===== src/rtl/lsu_pkg.sv =====
// Shared definitions for the multi-cycle load/store unit: op encodings,
// FSM state type and op decode helpers.
package lsu_pkg;

    localparam logic [5:0] OP_LB  = 6'b010000;
    localparam logic [5:0] OP_LH  = 6'b010001;
    localparam logic [5:0] OP_LW  = 6'b010010;
    localparam logic [5:0] OP_LBU = 6'b010100;
    localparam logic [5:0] OP_LHU = 6'b010101;
    localparam logic [5:0] OP_SB  = 6'b110000;
    localparam logic [5:0] OP_SH  = 6'b110001;
    localparam logic [5:0] OP_SW  = 6'b110010;

    typedef enum logic [1:0] {S_IDLE, S_ACC0, S_ACC1, S_RESP} state_e;

    // Access size in bytes; 0 marks an illegal op.
    function automatic logic [2:0] op_size(input logic [5:0] op);
        case (op)
            OP_LB, OP_LBU, OP_SB: return 3'd1;
            OP_LH, OP_LHU, OP_SH: return 3'd2;
            OP_LW, OP_SW:         return 3'd4;
            default:              return 3'd0;
        endcase
    endfunction

    function automatic logic op_signed(input logic [5:0] op);
        return (op == OP_LB) || (op == OP_LH);
    endfunction

endpackage


===== src/rtl/lsu_lane_align.sv =====
// Byte-lane alignment: store mask/data placement across two beats and
// load extraction from a {hi,lo} word pair with sign/zero extension.
module lsu_lane_align (
    input  logic [2:0]  size_i,
    input  logic [1:0]  off_i,
    input  logic        sext_i,
    input  logic [31:0] wdata_i,
    input  logic [31:0] lo_i,
    input  logic [31:0] hi_i,
    output logic [7:0]  mask8_o,
    output logic [63:0] data64_o,
    output logic [31:0] rdata_o
);
    logic [7:0]  base;
    logic [31:0] win;

    always_comb begin
        base     = (8'd1 << size_i) - 8'd1;
        mask8_o  = base << off_i;
        data64_o = {32'd0, wdata_i} << {off_i, 3'b000};
        win      = 32'({hi_i, lo_i} >> {off_i, 3'b000});
        case (size_i)
            3'd1:    rdata_o = sext_i ? {{24{win[7]}}, win[7:0]}   : {24'd0, win[7:0]};
            3'd2:    rdata_o = sext_i ? {{16{win[15]}}, win[15:0]} : {16'd0, win[15:0]};
            default: rdata_o = win;
        endcase
    end

endmodule


===== src/rtl/lsu_split.sv =====
// Multi-cycle LSU: req/ack DMEM port with wait states, optional timeout,
// and misaligned halfword/word accesses split into two aligned beats.
module lsu_split
    import lsu_pkg::*;
#(
    parameter int ADDR_W      = 32,
    parameter bit MISALIGN_EN = 1'b1,
    parameter int TIMEOUT     = 0
) (
    input  logic              clk,
    input  logic              reset,
    input  logic              req_valid,
    output logic              req_ready,
    input  logic [5:0]        req_op,
    input  logic [ADDR_W-1:0] req_addr,
    input  logic [31:0]       req_wdata,
    output logic              dreq,
    output logic [ADDR_W-1:0] daddr,
    output logic [3:0]        dwe,
    output logic [31:0]       dwdata,
    input  logic              dack,
    input  logic [31:0]       drdata,
    output logic              resp_valid,
    output logic [31:0]       resp_rdata,
    output logic              resp_err
);
    localparam int CNT_W = (TIMEOUT > 1) ? $clog2(TIMEOUT + 1) : 1;

    state_e            state_q;
    logic [5:0]        op_q;
    logic [ADDR_W-1:0] addr_q;
    logic [31:0]       wdata_q, lo_q, hi_q;
    logic [2:0]        size_q;
    logic              split_q, err_q;
    logic [CNT_W-1:0]  cnt_q, cnt_d;

    logic [2:0]        req_size, req_span;
    logic              req_split, timeout_hit, is_store;
    logic [ADDR_W-3:0] word_nxt;
    logic [7:0]        mask8;
    logic [63:0]       data64;
    logic [31:0]       ld_data;

    lsu_lane_align u_align (
        .size_i  (size_q),
        .off_i   (addr_q[1:0]),
        .sext_i  (op_signed(op_q)),
        .wdata_i (wdata_q),
        .lo_i    (lo_q),
        .hi_i    (hi_q),
        .mask8_o (mask8),
        .data64_o(data64),
        .rdata_o (ld_data)
    );

    always_comb begin
        req_size    = op_size(req_op);
        req_span    = {1'b0, req_addr[1:0]} + req_size;
        req_split   = req_span > 3'd4;
        cnt_d       = cnt_q + CNT_W'(1);
        timeout_hit = (TIMEOUT > 0) && (cnt_q == CNT_W'(TIMEOUT - 1));
        is_store    = op_q[5];
        // Second beat wraps to word 0 from the top of the address space.
        word_nxt    = addr_q[ADDR_W-1:2] + (ADDR_W-2)'(1);
    end

    always_comb begin
        req_ready  = (state_q == S_IDLE);
        dreq       = 1'b0;
        daddr      = '0;
        dwe        = 4'd0;
        dwdata     = 32'd0;
        if (state_q == S_ACC0) begin
            dreq   = 1'b1;
            daddr  = {addr_q[ADDR_W-1:2], 2'b00};
            dwe    = is_store ? mask8[3:0] : 4'd0;
            dwdata = is_store ? data64[31:0] : 32'd0;
        end else if (state_q == S_ACC1) begin
            dreq   = 1'b1;
            daddr  = {word_nxt, 2'b00};
            dwe    = is_store ? mask8[7:4] : 4'd0;
            dwdata = is_store ? data64[63:32] : 32'd0;
        end
        resp_valid = (state_q == S_RESP);
        resp_err   = resp_valid && err_q;
        resp_rdata = (resp_valid && !err_q && !is_store) ? ld_data : 32'd0;
    end

    always_ff @(posedge clk) begin
        if (!reset) begin
            state_q <= S_IDLE;
            op_q    <= '0;
            addr_q  <= '0;
            wdata_q <= '0;
            lo_q    <= '0;
            hi_q    <= '0;
            size_q  <= '0;
            split_q <= 1'b0;
            err_q   <= 1'b0;
            cnt_q   <= '0;
        end else begin
            case (state_q)
                S_IDLE: if (req_valid) begin
                    op_q    <= req_op;
                    addr_q  <= req_addr;
                    wdata_q <= req_wdata;
                    size_q  <= req_size;
                    split_q <= req_split;
                    lo_q    <= '0;
                    hi_q    <= '0;
                    cnt_q   <= '0;
                    if (req_size == 3'd0 || (req_split && !MISALIGN_EN)) begin
                        err_q   <= 1'b1;
                        state_q <= S_RESP;
                    end else begin
                        err_q   <= 1'b0;
                        state_q <= S_ACC0;
                    end
                end
                S_ACC0: if (dack) begin
                    lo_q    <= drdata;
                    cnt_q   <= '0;
                    state_q <= split_q ? S_ACC1 : S_RESP;
                end else if (timeout_hit) begin
                    err_q   <= 1'b1;
                    state_q <= S_RESP;
                end else begin
                    cnt_q   <= cnt_d;
                end
                S_ACC1: if (dack) begin
                    hi_q    <= drdata;
                    state_q <= S_RESP;
                end else if (timeout_hit) begin
                    // A completed beat-0 store stays written; only beat 1 is dropped.
                    err_q   <= 1'b1;
                    state_q <= S_RESP;
                end else begin
                    cnt_q   <= cnt_d;
                end
                S_RESP:  state_q <= S_IDLE;
                default: state_q <= S_IDLE;
            endcase
        end
    end

endmodule


===== config.mk =====
export PLATFORM = sky130hd
export DESIGN_NAME = lsu_split
export DESIGN_NICKNAME = d
export VERILOG_FILES = /design/src/rtl/lsu_pkg.sv /design/src/rtl/lsu_lane_align.sv /design/src/rtl/lsu_split.sv
export SDC_FILE = /design/constraint.sdc
export NUM_CORES = 1
export LEC_CHECK = 0
export BUFFER_PORTS_ARGS = -buffer_cell sky130_fd_sc_hd__buf_2
export CAP_MARGIN = 0
export CELL_PAD_IN_SITES_DETAIL_PLACEMENT = 0
export CELL_PAD_IN_SITES_GLOBAL_PLACEMENT = 2
export CORE_MARGIN = 2
export CORE_UTILIZATION = 30
export CTS_CLUSTER_DIAMETER = 150
export DETAILED_ROUTE_END_ITERATION = 8
export GPL_TIMING_DRIVEN = 0
export HOLD_SLACK_MARGIN = 0.06
export PLACE_DENSITY = 0.92
export SYNTH_ARGS = -nofsm -noshare
export SYNTH_HDL_FRONTEND = slang
export SYNTH_SLANG_ARGS = --single-unit

===== constraint.sdc =====
create_clock -name clk -period 2.58 [get_ports clk]
set_input_delay 0.258 -clock clk [delete_from_list [all_inputs] [get_ports clk]]
set_output_delay 0.258 -clock clk [all_outputs]
set_load 0.05 [all_outputs]

-- Word level (Yosys, flattened, before mapping)
Cells that the tools add are included.
- shift operators: 4
- eq/ne operators: 18
- order comparisons: 1
- add/subtract/negate cells: 3
- multiplexer cells: 28
- reductions and logical operators: 17
- operators by type and width (cell ; number):
    32-bit two-way mux ; 11
    32-bit one-hot mux with 2 select lines ; 3
    32-bit by 5-bit left shift with 64-bit output ; 1
    64-bit by 5-bit right shift with 32-bit output ; 1
    6-bit by 5-bit equality test with 1-bit output, second input constant ; 7
    30-bit by 1-bit adder with 30-bit output, second input constant ; 1
    6-bit equality test, second input constant ; 3
    4-bit two-way mux ; 4
    3-bit one-hot mux with 3 select lines ; 1
    3-bit AND reduction ; 3
    2-bit two-way mux ; 4
    2-bit one-hot mux with 4 select lines ; 1
    1-bit by 3-bit left shift with 8-bit output, first input constant ; 1
    8-bit by 2-bit left shift with 8-bit output ; 1
    8-bit by 1-bit subtractor with 8-bit output, second input constant ; 1
    2-bit inequality test, second input constant ; 3
    3-bit OR reduction ; 2
    2-bit equality test, second input constant ; 2
    1-bit two-way mux ; 4
    2-bit nonzero test ; 2
    2-bit by 3-bit adder with 3-bit output ; 1
    3-bit by 1-bit equality test with 1-bit output, second input constant ; 1
    3-bit by 2-bit equality test with 1-bit output, second input constant ; 1
    3-bit > comparator, second input constant ; 1
    other kinds (8) ; 11
- input port bits: 106
- bits in registers: 141
- output and inout bits: 104

-- Longest topological paths before layout
- depth in word-level cells: 7
- mapped depth: 9
- depth with buffers taken out: 9

-- By module
From an unflattened synthesis, not the netlist that was laid out.
- cells, all modules: 1214
- area total of the unflattened synthesis: 9223.8 um^2
- by module, submodules not included (module ; times used ; area an instance (um^2) ; cells an instance):
    lsu_split ; 1 ; 7100.6 ; 934
    lsu_lane_align ; 1 ; 2123.3 ; 280

-- Worst setup path before layout
OpenSTA, ideal clock, no wires.
- path kind: reg-to-output
- start point: reg size_q[0]
- end point: out dwe[3]
- cell stages (with the launch flop): 10
- slack: -661 ps
- arrival: 2983 ps
- buffers on the path: 2
- required time: 2322 ps
- path through: dfxtp_1 clkbuf_1 nand2_1 ha_1 clkbuf_1 nor3b_1 nor2_1 o311a_1 o311ai_0 a21boi_0
- longest elaborated chain between the ends: 6
- elaborated cells on any way between the ends: 7
- classes of those cells: add/sub: 1; shift: 2; mux: 4
- RTL lines (element ; line ; text):
    start, declared ; lsu_split.sv:33 ; logic [2:0] size_q;
    start signal, assigned ; lsu_split.sv:107 ; size_q <= req_size;
    1-bit by 3-bit left shift with 8-bit output * ; lsu_lane_align.sv:18 ; base = (8'd1 << size_i) - 8'd1;
    8-bit by 1-bit subtractor with 8-bit output * ; lsu_lane_align.sv:18 ;
    8-bit by 2-bit left shift with 8-bit output * ; lsu_lane_align.sv:19 ; mask8_o = base << off_i;
    4-bit two-way mux ; lsu_split.sv:81 ; dwe = is_store ? mask8[7:4] : 4'd0;
    4-bit two-way mux ; lsu_split.sv:78 ; end else if (state_q == S_ACC1) begin
    4-bit two-way mux * ; lsu_split.sv:73 ; if (state_q == S_ACC0) begin
    end, declared ; lsu_split.sv:19 ; output logic [3:0] dwe,
Every way passes the cells marked *; elsewhere a longest branch is shown, timed or not.

-- Worst setup path after layout
- start point: reg state_q[1]
- end point: out daddr[31]
- longest elaborated chain between the ends: 3
- elaborated cells on any way between the ends: 4
- classes of those cells: eq/ne: 2; mux: 2
- RTL lines (element ; line ; text):
    start, declared ; lsu_split.sv:29 ; state_e state_q;
    start signal, assigned ; lsu_split.sv:123 ; state_q <= split_q ? S_ACC1 : S_RESP;
    2-bit equality test ; lsu_split.sv:78 ;
    32-bit two-way mux ; lsu_split.sv:78 ;
    32-bit two-way mux * ; lsu_split.sv:73 ;
    end, declared ; lsu_split.sv:18 ; output logic [ADDR_W-1:0] daddr,
Marks and branches as above.

==> impl_metrics.py <==
metrics = {
    "status": {
        "status": "finished, violations left",
        "violations": "setup timing",
    },
    "setup_path": {
        "crit_chain": "inv_2 -> ha_4 -> nand4b_1 -> or3_4 -> or3_4 -> or4_4 -> a21oi_4 -> buf_6",
        "critPathBufInv": 2,
        "cp-start-kind": "flop",
        "cp_top_family": "simple AND/OR/NAND/NOR gates",
        "cp.required_ns": 2.32,
        "critPathMaxStageDelay_ns": 0.44,
        "cp-end-kind": "output port",
        "worstPathArrival_ns": 2.68,
        "critPathMaxFanout": 3,
        "slowest_stage": "or4_4",
        "crit_top_cell": "or3_4",
        "crit_type": "flop to output port",
    },
    "clock_network": {
        "cts_tree": "done",
        "cts_buffers": 17,
        "cts_buffer_depth": 2,
        "h-tree-depth": 4,
        "clock_latency_ns": 0.42,
        "clk_pin_slew_worst_paths_ns": 0.06,
        "clock_sinks": 132,
        "cts-root-buf": "clkbuf_16",
    },
    "sta": {
        "hold_slack_ns": 0.06910,
        "max_slew_margin_pct": 51.77,
        "hold_violations": 0,
        "final.period_utilization_pct": 113.9,
        "worst_slack_ns": -0.3587,
        "post-route-min-period_ns": 2.939,
        "finClkSkew_ns": 0.008602,
        "fmax_mhz": 340.3,
        "final-max-slew-violation-count": 0,
        "max_slew.worst_pin.slew_ns": 0.7235,
        "setup-violations-final": 29,
        "rsz0062_at_grt": "yes",
    },
    "synth": {
        "async_flop_share_pct": 0,
        "synth_edf_count": 0,
        "synthDistinctLibCells": 54,
        "yosysWarnings": 0,
        "mappedNetlistArea_sq_mm": 0.007920,
        "synth_top_area_cell": "dfxtp_1",
        "ys_seq_area_share_pct": 33.36,
        "ys.flop_type": "dfxtp_1",
        "syn_avg_cell_area_sq_um": 7.557,
        "synth_top_area_share_pct": 33.36,
        "syn_inst": 1048,
        "synth.top_cells.by_area": "dfxtp_1 33%, a21oi_1 12%, nand2_1 11%",
        "ys_seq_elements": 132,
    },
    "cells_and_area": {
        "fillers": 2685,
        "nets": 1411,
        "drive_gt1_share_pct": 35.65,
        "ff_latch_area_sq_mm": 0.002668,
        "multiInputGateArea_sq_mm": 0.005425,
        "syn2layout_area_growth_pct": 40.95,
        "antennaDiodeCount": 0,
        "postLayoutCoreUtil_pct": 42.96,
    },
    "route": {
        "route.met3.wl_um": 1823,
        "top_layer_used": "met4",
        "wl_met2_um": 14370,
        "wl_um": 30550,
        "ant_nets": 0,
        "met1_length_um": 13530,
        "via_per_inst": 5.283,
        "wire_per_inst_um": 18.57,
        "first_iter_violations": 651,
        "num_vias": 8690,
        "first_pass_iters": 5,
        "route.detailed.drc": 0,
    },
    "global_routing": {
        "grt_use_total_pct": 21.18,
        "grt_pass1_vias": 8236,
        "antenna_found_initial": 1,
        "grt_overflow_total": 0,
        "grt_pass1_wl_um": 46140,
        "grt_max_degree": 17,
    },
    "floorplanning": {
        "num_io_pins": 210,
        "rows": 59,
        "die_area_sq_mm": 0.02772,
        "initial_core_util_pct": 30.48,
        "die_w_um": 166.5,
        "die_h_um": 166.5,
        "core_sq_mm": 0.02598,
    },
    "worst_hold_path": {
        "min_path_type": "input port to flop",
    },
    "power_and_ir_drop": {
        "p_total_w": 0.009261,
        "pwr-share-comb_pct": 44.5,
        "vdd_drop_max_v": 0.0003707,
        "p_sw_w": 0.004085,
        "intPower_w": 0.005176,
        "seqPwrFrac_pct": 29.1,
        "switching_share_pct": 44.11,
        "pwr-share-clk_pct": 26.4,
        "p_per_area_mw_per_mm2": 829.6,
        "p_leak_nw": 4.194,
    },
    "placement": {
        "gp_congestion": 0.9068,
        "hpwlAfterDp_um": 22800,
        "pre_cts_ws_ns": -0.5435,
        "io_buffers": 207,
    },
    "flow_run": {
        "drv_cap": 0,
    },
}
## cell families after synthesis
group	after synthesis	synth area share, %
buffers and inverters	106	5.182
muxes	64	12.88
xor gates and xnor gates	24	2.654
DFF	132	33.36
AOI/OAI and AO/OA	266	18.94
other	1	0.04735
adders and majority gates	8	1.359
and+or+nand+nor	447	25.58
## synthesized netlist by cell type (3+ instances only)
| master | n |
|---|---|
| inv_1 | 14 |
| buf_1 | 14 |
| ha_1 | 7 |
| mux2_2 | 23 |
| and3_1 | 11 |
| nand2_1 | 226 |
| a21boi_0 | 11 |
| xnor2_1 | 18 |
| xor2_1 | 6 |
| nand3_1 | 46 |
| nand2b_1 | 4 |
| nor2b_1 | 28 |
| and4_1 | 4 |
| o21ai_0 | 20 |
| or3_1 | 7 |
| nand4_1 | 4 |
| nor3_1 | 24 |
| a211oi_1 | 9 |
| and2_1 | 6 |
| o211ai_1 | 4 |
| mux4_2 | 28 |
| nor2_1 | 67 |
| nor4_1 | 5 |
| a22oi_1 | 26 |
| a21oi_1 | 182 |
| clkbuf_1 | 68 |
| buf_2 | 4 |
| nor3b_1 | 3 |
| clkinv_1 | 4 |
| mux2i_1 | 13 |
| dfxtp_1 | 132 |
## worst paths after layout
path,from,to,slack (ns),depth (start not counted)
worst min register to register,lo_q[2],lo_q[2],0.45,2
worst max-delay path,state_q[1],daddr[31],-0.36,8
worst max register to register,state_q[0],addr_q[1],0.16,7
worst min-delay path,req_wdata[19],wdata_q[19],0.07,3
## layer usage
metal,up-vias,global-route usage (%)
met5,-,0
met4,0,7.571
met3,51,4.040
met2,314,34.17
met1,4159,28.33
li1,4166,-
## power by group through the flow
stage	combinational [W]	sequential [W]	clock, W
floorplan	0.00268	0.00258	0
global placement	0.00367	0.00269	0
detailed placement	0.00370	0.00270	0
CTS	0.00395	0.00266	0.00247
global route	0.00448	0.00273	0.00256
finish	0.00412	0.00269	0.00244
## cell usage in the layout (no fill, tap or decap), types with 28 or more instances in the layout
cell type  count
a21oi_1      173
buf_2        143
buf_4         48
buf_6         34
clkbuf_1      36
clkbuf_4      32
dfxtp_1      120
mux4_2        28
nand2_1      222
nand3_1       45
nor2_1        55
## layout make-up
| cell class | instances | area share, % |
|---|---|---|
| timing repair buffer | 233 | 13.46 |
| tap | 335 | 3.755 |
| multi-input combinational | 811 | 48.60 |
| buffer | 84 | 4.349 |
| clock buffer | 20 | 4.091 |
| inverter | 18 | 0.6837 |
| clock inverter | 12 | 1.166 |
| sequential | 132 | 23.90 |
## sequential cells by signal, summed over array words and instances (netlist names)
register and cells:
state_q 2, wdata_q 32, split_q 1, hi_q 24, op_q 5, lo_q 32
size_q 3, addr_q 32, err_q 1
## through the flow
stage,std cells,setup TNS [ns],cell area (sq um)
finish,1645,-2.423,11160
global placement,1591,-16.20,9544
detailed placement,1591,-16.86,9544
CTS,1636,-3.795,10740
floorplan,1049,-3.254,8089
global route,1645,-5.236,11160
## what timing repair did
item,4_1_cts,5_1_grt
pin swaps,19,14
setup endpoints to repair,99,118
setup buffers,15,10
resized for setup,163,131
endpoints found under the hold margin,1,0
hold buffers,1,0
## worst min-delay path, cell delays in order
cell and delay (ns):
buf_2 0.10, nand2_1 0.05, a21oi_1 0.05
(Power assumes the default switching activity.)
